**config.mk**
```make
export PLATFORM = sky130hd
export DESIGN_NAME = chacha_xor_stream
export DESIGN_NICKNAME = d
export VERILOG_FILES = /design/src/rtl/chacha_xor_stream.sv
export SDC_FILE = /design/constraint.sdc
export NUM_CORES = 1
export LEC_CHECK = 0
export ABC_AREA = 0
export CAP_MARGIN = 20
export CORE_ASPECT_RATIO = 0.75
export CORE_UTILIZATION = 55
export CTS_CLUSTER_SIZE = 28
export DETAILED_ROUTE_END_ITERATION = 7
export GPL_ROUTABILITY_DRIVEN = 1
export GPL_TIMING_DRIVEN = 0
export HOLD_SLACK_MARGIN = 0.05
export PLACE_DENSITY = 0.78
export SLEW_MARGIN = 20
export SYNTH_ARGS = -nofsm -noshare
export SYNTH_HDL_FRONTEND = slang
export SYNTH_SLANG_ARGS = --single-unit
export TNS_END_PERCENT = 1
```
**constraint.sdc**
```tcl
create_clock -name clk -period 6.83 [get_ports clk]
set_clock_uncertainty 0.1 [all_clocks]
set_input_delay 1.0245 -clock clk [delete_from_list [all_inputs] [get_ports clk]]
set_output_delay 1.0245 -clock clk [all_outputs]
set_load 0.02 [all_outputs]
```
**src/rtl/chacha_xor_stream.sv**
```systemverilog
// Pulls 64-byte ChaCha keystream bursts into a FIFO and XORs them onto a valid/ready byte stream.
// Optional: define XOR_STATS_EN to add the byte_count output (ciphertext handshakes since reset/flush).
module chacha_xor_stream #(
    parameter int unsigned KS_DEPTH    = 128,
    parameter int unsigned BLOCK_BYTES = 64
) (
    input  logic                      clk,
    input  logic                      rst,
    input  logic                      flush,
    input  logic                      blk_ready,
    output logic                      rd_blk,
    input  logic [7:0]                ks_in,
    input  logic                      pt_valid,
    input  logic [7:0]                pt_data,
    output logic                      pt_ready,
    output logic                      ct_valid,
    output logic [7:0]                ct_data,
    input  logic                      ct_ready,
`ifdef XOR_STATS_EN
    output logic [31:0]               byte_count,
`endif
    output logic [$clog2(KS_DEPTH):0] ks_level
);

    localparam int unsigned AW = $clog2(KS_DEPTH);
    localparam int unsigned LW = AW + 1;
    localparam logic [LW-1:0] DEPTH_L = LW'(KS_DEPTH);
    localparam logic [LW-1:0] BLOCK_L = LW'(BLOCK_BYTES);

    typedef enum logic [1:0] {
        IDLE,
        FETCH,
        DRAIN
    } state_t;

    state_t        state_q, state_d;
    logic [5:0]    cnt_q, cnt_d;
    logic          push;
    logic          pop;

    logic [7:0]    mem_q [KS_DEPTH];
    logic [AW-1:0] wr_ptr_q, wr_ptr_d;
    logic [AW-1:0] rd_ptr_q, rd_ptr_d;
    logic [LW-1:0] level_q, level_d;
    logic [LW-1:0] free_bytes;
    logic          ct_valid_q, ct_valid_d;
    logic [7:0]    ct_data_q, ct_data_d;

    // FSM: state register
    always_ff @(posedge clk or posedge rst) begin
        if (rst) begin
            state_q <= IDLE;
            cnt_q   <= '0;
        end else begin
            state_q <= state_d;
            cnt_q   <= cnt_d;
        end
    end

    // FSM: next state; a flush on the last burst cycle finishes the burst instead of draining
    always_comb begin
        state_d = state_q;
        cnt_d   = cnt_q;
        case (state_q)
            IDLE: begin
                if (blk_ready && !flush && (free_bytes >= BLOCK_L)) begin
                    state_d = FETCH;
                end
            end
            FETCH: begin
                cnt_d = cnt_q + 6'd1;
                if (cnt_q == 6'd63) begin
                    state_d = IDLE;
                end else if (flush) begin
                    state_d = DRAIN;
                end
            end
            DRAIN: begin
                cnt_d = cnt_q + 6'd1;
                if (cnt_q == 6'd63) begin
                    state_d = IDLE;
                end
            end
            default: begin
                state_d = IDLE;
                cnt_d   = '0;
            end
        endcase
    end

    // FSM: outputs
    always_comb begin
        rd_blk = (state_q == FETCH) && (cnt_q == '0);
        push   = (state_q == FETCH) && !flush;
    end

    // Keystream FIFO storage; contents need no reset since pointers define validity
    always_ff @(posedge clk) begin
        if (push) begin
            mem_q[wr_ptr_q] <= ks_in;
        end
    end

    always_comb begin
        free_bytes = DEPTH_L - level_q;
        pt_ready   = (level_q != '0) && (!ct_valid_q || ct_ready) && !flush;
        pop        = pt_valid && pt_ready;

        wr_ptr_d   = wr_ptr_q;
        rd_ptr_d   = rd_ptr_q;
        level_d    = level_q;
        ct_valid_d = ct_valid_q;
        ct_data_d  = ct_data_q;

        if (flush) begin
            wr_ptr_d   = '0;
            rd_ptr_d   = '0;
            level_d    = '0;
            ct_valid_d = 1'b0;
        end else begin
            if (push) begin
                wr_ptr_d = wr_ptr_q + AW'(1);
            end
            if (pop) begin
                rd_ptr_d = rd_ptr_q + AW'(1);
            end
            case ({push, pop})
                2'b10:   level_d = level_q + LW'(1);
                2'b01:   level_d = level_q - LW'(1);
                default: level_d = level_q;
            endcase
            if (pop) begin
                ct_valid_d = 1'b1;
                ct_data_d  = pt_data ^ mem_q[rd_ptr_q];
            end else if (ct_ready) begin
                ct_valid_d = 1'b0;
            end
        end
    end

    always_ff @(posedge clk or posedge rst) begin
        if (rst) begin
            wr_ptr_q   <= '0;
            rd_ptr_q   <= '0;
            level_q    <= '0;
            ct_valid_q <= 1'b0;
            ct_data_q  <= '0;
        end else begin
            wr_ptr_q   <= wr_ptr_d;
            rd_ptr_q   <= rd_ptr_d;
            level_q    <= level_d;
            ct_valid_q <= ct_valid_d;
            ct_data_q  <= ct_data_d;
        end
    end

    assign ks_level = level_q;
    assign ct_valid = ct_valid_q;
    assign ct_data  = ct_data_q;

`ifdef XOR_STATS_EN
    logic [31:0] byte_count_q, byte_count_d;

    always_comb begin
        byte_count_d = byte_count_q;
        if (flush) begin
            byte_count_d = '0;
        end else if (ct_valid_q && ct_ready) begin
            byte_count_d = byte_count_q + 32'd1;
        end
    end

    always_ff @(posedge clk or posedge rst) begin
        if (rst) begin
            byte_count_q <= '0;
        end else begin
            byte_count_q <= byte_count_d;
        end
    end

    assign byte_count = byte_count_q;
`endif

endmodule

```
# Word-level counts from Yosys, hierarchy flattened
# Memory sizes are Yosys's and may differ from the RTL's.
# Index checks and enable logic that the tools add are counted.
[totals]
ramBits = 1024
output_inout_bits = 19
mem_count = 1
register_bits = 39
[op_classes]
n_eq_ne = 8
n_addsub = 6
bitwise = 2
order_cmp = 1
muxes = 17
n_reduce_logical = 20
[mem_list]
columns = ["memory", "words", "word_bits", "read_ports", "rd_clocked_by_memory_dff", "write_ports", "line", "rtl"]
rows = [
  ["mem_q", 128, 8, 1, 0, 1, "41", "logic [7:0] mem_q [KS_DEPTH];"],
]
[op_table]
columns = ["operator", "n"]
rows = [
  ["$mux W7", 4],
  ["$pmux W8 S2", 1],
  ["$add A7 B1 Y7 const B", 2],
  ["$pmux W6 S2", 1],
  ["$add A8 B1 Y8 const B", 1],
  ["$ge A8 B7 Y1 const B", 1],
  ["$mux W2", 4],
  ["$mux W8", 1],
  ["$reduce_bool A8 Y1", 1],
  ["$sub A8 B1 Y8 const B", 1],
  ["$sub A8 B8 Y8 const A", 1],
  ["$xor A8 B8 Y8", 1],
  ["$logic_and A1 B1 Y1", 7],
  ["$add A6 B1 Y6 const B", 1],
  ["$eq A6 B6 Y1 const B", 1],
  ["$logic_not A6 Y1", 1],
  ["$pmux W2 S3", 1],
  ["$reduce_bool A3 Y1", 2],
  ["$mux W1", 5],
  ["$eq A2 B1 Y1 const B", 2],
  ["$eq A2 B2 Y1 const B", 2],
  ["$ne A2 B2 Y1 const B", 2],
  ["$reduce_bool A2 Y1", 2],
  ["$ne A3 B3 Y1 const B", 1],
  ["other kinds (7)", 8],
]

# Depth between registers and ports, before layout
[depth]
depth_word = 8
depth_mapped = 12
ltp_nobuf = 12

# Worst setup path before layout
# Ideal clock, no wire load.
[synth_path]
path_type = "input to register"
from = "in ct_ready"
to = "reg level_q[7] (netlist: ks_level[7])"
slack_ns = 2.627
path_stages = 12
arrival_time_ns = 3.968
required_time_ns = 6.595
n_path_buf = 0
cell_sequence = "nor2b_1 > a311oi_1 > nand2_1 > nor2_1 > ha_1 > a21o_1 > a21oi_1 > o21bai_1 > a2111oi_0 > o21a_1 > o21ai_0 > nor3b_1"
[synth_between]
elab_chain_cells = 7
[synth_lines]
columns = ["element", "line", "rtl"]
rows = [
  ["from (decl)", "18", "input logic ct_ready,"],
  ["$logic_or A1 B1 Y1 (*)", "106", "pt_ready = (level_q != '0) && (!ct_valid_q || ct_ready) && !flush;"],
  ["$logic_and A1 B1 Y1 (*) (2 in a row)", "106", ""],
  ["via pt_ready", "15", "output logic pt_ready,"],
  ["$logic_and A1 B1 Y1 (*)", "107", "pop = pt_valid && pt_ready;"],
  ["$eq A2 B1 Y1 / $eq A2 B2 Y1 (equally long branches)", "127", "case ({push, pop})"],
  ["$pmux W8 S2", "127", ""],
  ["$mux W8", "115", "if (flush) begin"],
  ["to (signal assigned)", "151", "level_q <= level_d;"],
  ["to (decl)", "44", "logic [LW-1:0] level_q, level_d;"],
]
# The timed path passes the listed nets; every way through them passes the cells marked *.
# A chain may end at the register's enable or synchronous reset.

# Final worst setup path
[layout_path]
from = "in flush"
to = "reg level_q[7] (netlist: ks_level[7])"
[layout_between]
elab_chain_cells = 6
[layout_lines]
columns = ["element", "line", "rtl"]
rows = [
  ["from (decl)", "9", "input logic flush,"],
  ["$logic_not A1 Y1", "94, 106", ""],
  ["$logic_and A1 B1 Y1", "106", ""],
  ["$logic_and A1 B1 Y1", "107", ""],
  ["$eq A2 B1 Y1 / $eq A2 B2 Y1 (equally long branches)", "127", ""],
  ["$pmux W8 S2", "127", ""],
  ["$mux W8", "115", ""],
]
# Several ways; a longest one is shown, not always the timed one.

==> summary.md <==
| Metric | Value |
|---|---|
| Slew Viols, Final | `0` |
| GRT overflow | `0` |
| Slew margin rel. | `18.85%` |
| Crit path time final | `4.492 ns` |
| Die Wd | `320.7 um` |
| Cells after Synth | `2,009` |
| Post-detailed-route count of antenna-violating nets | `0` |
| Net Count, Synth | `2,045` |
| WS Path Type | `in -> reg` |
| Number of antenna violations at the first check in global routing | `0` |
| Yosys warns | `0` |
| Row cnt | `87` |
| Total number of cells along the worst setup path | `12` |
| Postcts setup bufs | `0` |
| Final Cell Area | `47,070 um2` |
| Area contributors post-synth | `edfxtp_1 (73%), mux4_2 (15%), dfrtp_1 (2.3%)` |
| CTS sink cnt | `1,063` |
| Post-synth top cells | `edfxtp_1 (1,024), mux4_2 (278), nor2_1 (169)` |
| RSZ-0062 raised after global routing | `false` |
| Syn Std Cell Area | `41,900 um2` |
| Global Route Usage Sum | `29.71%` |
| Clock Tree Buf Depth | `3` |
| Reg2Reg Depth | `12` |
| Largest net degree at the start of global routing | `81` |
| Mean Syn Cell Area | `20.85 um2` |
| I/O Pins | `41` |
| Post-place instance area | `43,790 um2` |
| First drt pass iteration count | `6` |
| Worst hold slack | `0.3881 ns` |
| First-pass GRT wire length | `158.3 mm` |
| EDFF count, synth | `1,024` |
| CTS clk-pin slew, worst paths | `0.06 ns` |
| Fin crit share | `65.77%` |
| Critical Path Sink Type | `flip-flop` |
| CTS tree | `done` |
| Port Buf Inserts | `40` |
| Cells resized by post-CTS repair | `0` |
| Number of global-route vias before repair | `21,674` |
| Sequential area share after synthesis | `75.72%` |
| H-tree depth | `3` |
| Die area | `77,300 um2` |
| Buffers and inverters on the worst path | `1` |
| Final WL | `112.3 mm` |
| Crit path capture | `ks_level[7]` |
| Worst Tran Pin Value | `1.213 ns` |
| Die height | `241.0 um` |
| Startpoint Class | `input pin` |
| Dpl hpwl | `73.67 mm` |
| Initial Util | `55.62%` |
| CP peak stage delay | `0.79 ns` |
| Layout cell share with drive strength beyond 1 | `23.24%` |
| Critical Path Fanout Max | `8` |
| Most common cell in the netlist | `edfxtp_1` |
| Worst path top cell family by delay | `compound AO/OA/AOI/OAI gates` |
| Area grow syn2layout | `12.34%` |
| Final GP Congestion | `1.006` |
| Routed WL per cell | `34.49 um` |
| Num CTS Buffers | `92` |
| Initial DRC Count | `4,229` |
| Library cells used by synthesis | `52` |
| Synth top area share | `73.39%` |
| Max Fclk | `0.2226 GHz` |
| Outcome | `completed` |
| Routed vias | `22,227` |
| # setup viols final | `0` |
| Worst Setup Slack, final | `2.338 ns` |
| Pre-CTS setup slack | `1.778 ns` |
| Hold/Removal Path Class | `reg -> reg` |
| # hold bufs at CTS | `0` |
| Worst path required time | `7.24 ns` |
| Fin nets | `2,189` |
| Main synth FF type | `edfxtp_1` |
| Final TNS setup | `0 ns` |
| Leakage | `14.35 nW` |
| Total of max-cap violations | `0` |
| Core footprint | `75,330 um2` |
| Vias per cell | `6.824` |
| Reg2reg start | `state_q[1]` |
| # fillers | `5,029` |
| Power density over the cells | `311.0 nW/um2` |
| Root Buffer | `clkbuf_16` |
| Final hold viol count | `0` |
| Worst setup path start | `flush` |
| Crit path max-delay cell type | `a2111oi_0` |
| Drc violations | `0` |
| Post-synth ARST share | `3.669%` |
| Clk_lat worst skew | `0.67 ns` |
| Synth area leader | `edfxtp_1` |
| VDD IR max | `0.0002583 V` |
| Worst-path cell chain | `clkdlybuf4s50_1, a311oi_1, nand2_1, nor2_1, ha_1, a21o_1, a21oi_1, o21bai_1, a2111oi_0, o21a_1, o21ai_0, nor3b_1` |
| WP data arrival | `4.90 ns` |
| Synth Register Bits | `1,063` |
| Reg2Reg Setup Slack | `2.68 ns` |
| Reg2reg end | `ks_level[7]` |
-- power by group --
| group | switching (mW) | internal [mW] | total (mW) |
|---|---|---|---|
| sequential | 0.0574 | 7.20 | 7.26 |
| combinational | 1.03 | 0.725 | 1.76 |
| clock | 2.37 | 3.25 | 5.62 |
-- worst min path at each step --
stage	endpoint	depth (start not counted)	startpoint	slack, ns
floorplan	state_q[1]	2	state_q[1]	0.37
global placement	ct_data[7]	2	ct_data[7]	0.37
detailed placement	ct_data[0]	2	ct_data[0]	0.38
CTS	ct_data[3]	2	ct_data[3]	0.40
global route	ct_data[3]	2	ct_data[3]	0.43
finish	ct_data[3]	2	ct_data[3]	0.39
-- per-layer routing --
metal,up-vias,wire length (um),global-route usage (%)
met5,-,0,0
met4,0,3744,9.178
met3,264,16040,9.096
met2,1876,49620,43.31
met1,11486,42940,43.56
li1,8601,-,-
-- per-stage QoR --
| step | util (%) | total power, mW | instances |
|---|---|---|---|
| 3_5_place_dp | 58.14 | 9.115 | 3081 |
| 4_1_cts | 62.45 | 14.62 | 3255 |
| 3_3_place_gp | 57.85 | 9.084 | 3072 |
| 2_1_floorplan | - | 8.448 | 2009 |
| 6_report | 62.49 | 14.64 | 3257 |
| 5_1_grt | 62.48 | 14.95 | 3256 |
-- kinds of logic (layout without fill, tap and decap cells) --
group	Yosys count	after routing	synth area share, %
other	0	1	0
AND/OR/NAND/NOR	323	323	3.512
AO/OA/AOI/OAI	139	139	2.162
multiplexers	331	331	16.21
adder cells (fa/ha/maj)	14	14	0.4360
flip-flops	1063	1063	75.72
buffers and inverters	118	342	1.499
XOR/XNOR	21	21	0.4569
-- final cells by class --
cell class	instances	area (um2)	share of cell area, %
flip-flops and latches	1063	31730	67.40
multi-input cells	828	9557	20.30
clock buffers	121	2545	5.407
well taps	1023	1280	2.719
clock inverters	53	699.4	1.486
repair buffers	50	628.1	1.334
plain buffers	107	590.6	1.255
inverters	11	41.29	0.08772
diodes	1	2.502	0.005316
-- registers in the layout, summed over array words and instances, names as in the netlist --
signal    count
mem_q      1024
cnt_q         6
wr_ptr_q      7
ct_data       8
ct_valid      1
state_q       2
rd_ptr_q      7
ks_level      8
-- worst register-to-register path, stage by stage (launching register included) --
cell,delay [ns]
dfrtp_1,0.41
inv_1,0.09
ha_1,0.33
clkbuf_1,0.55
nor2_1,0.34
ha_1,0.37
a21o_1,0.17
a21oi_1,0.25
o21bai_1,0.12
a2111oi_0,0.79
o21a_1,0.25
o21ai_0,0.08
nor3b_1,0.15
-- layout by cell type (no fill, tap or decap), types with 18 or more instances in the layout --
master           Yosys  layout
buf_4               27      33
clkbuf_1            43      60
nor2_1             169     164
clkinv_2             0      18
clkbuf_16            0      95
a22oi_1             36      36
edfxtp_1          1024    1024
mux4_2             278     278
clkdlybuf4s50_1      0      32
nand2_1             49      49
mux2i_1             52      52
dfrtp_1             39      39
buf_2               25      26
a21oi_1             28      28
nand3_1             23      23
o21ai_0             26      26
Note: power is estimated with default switching activity, not from simulation.
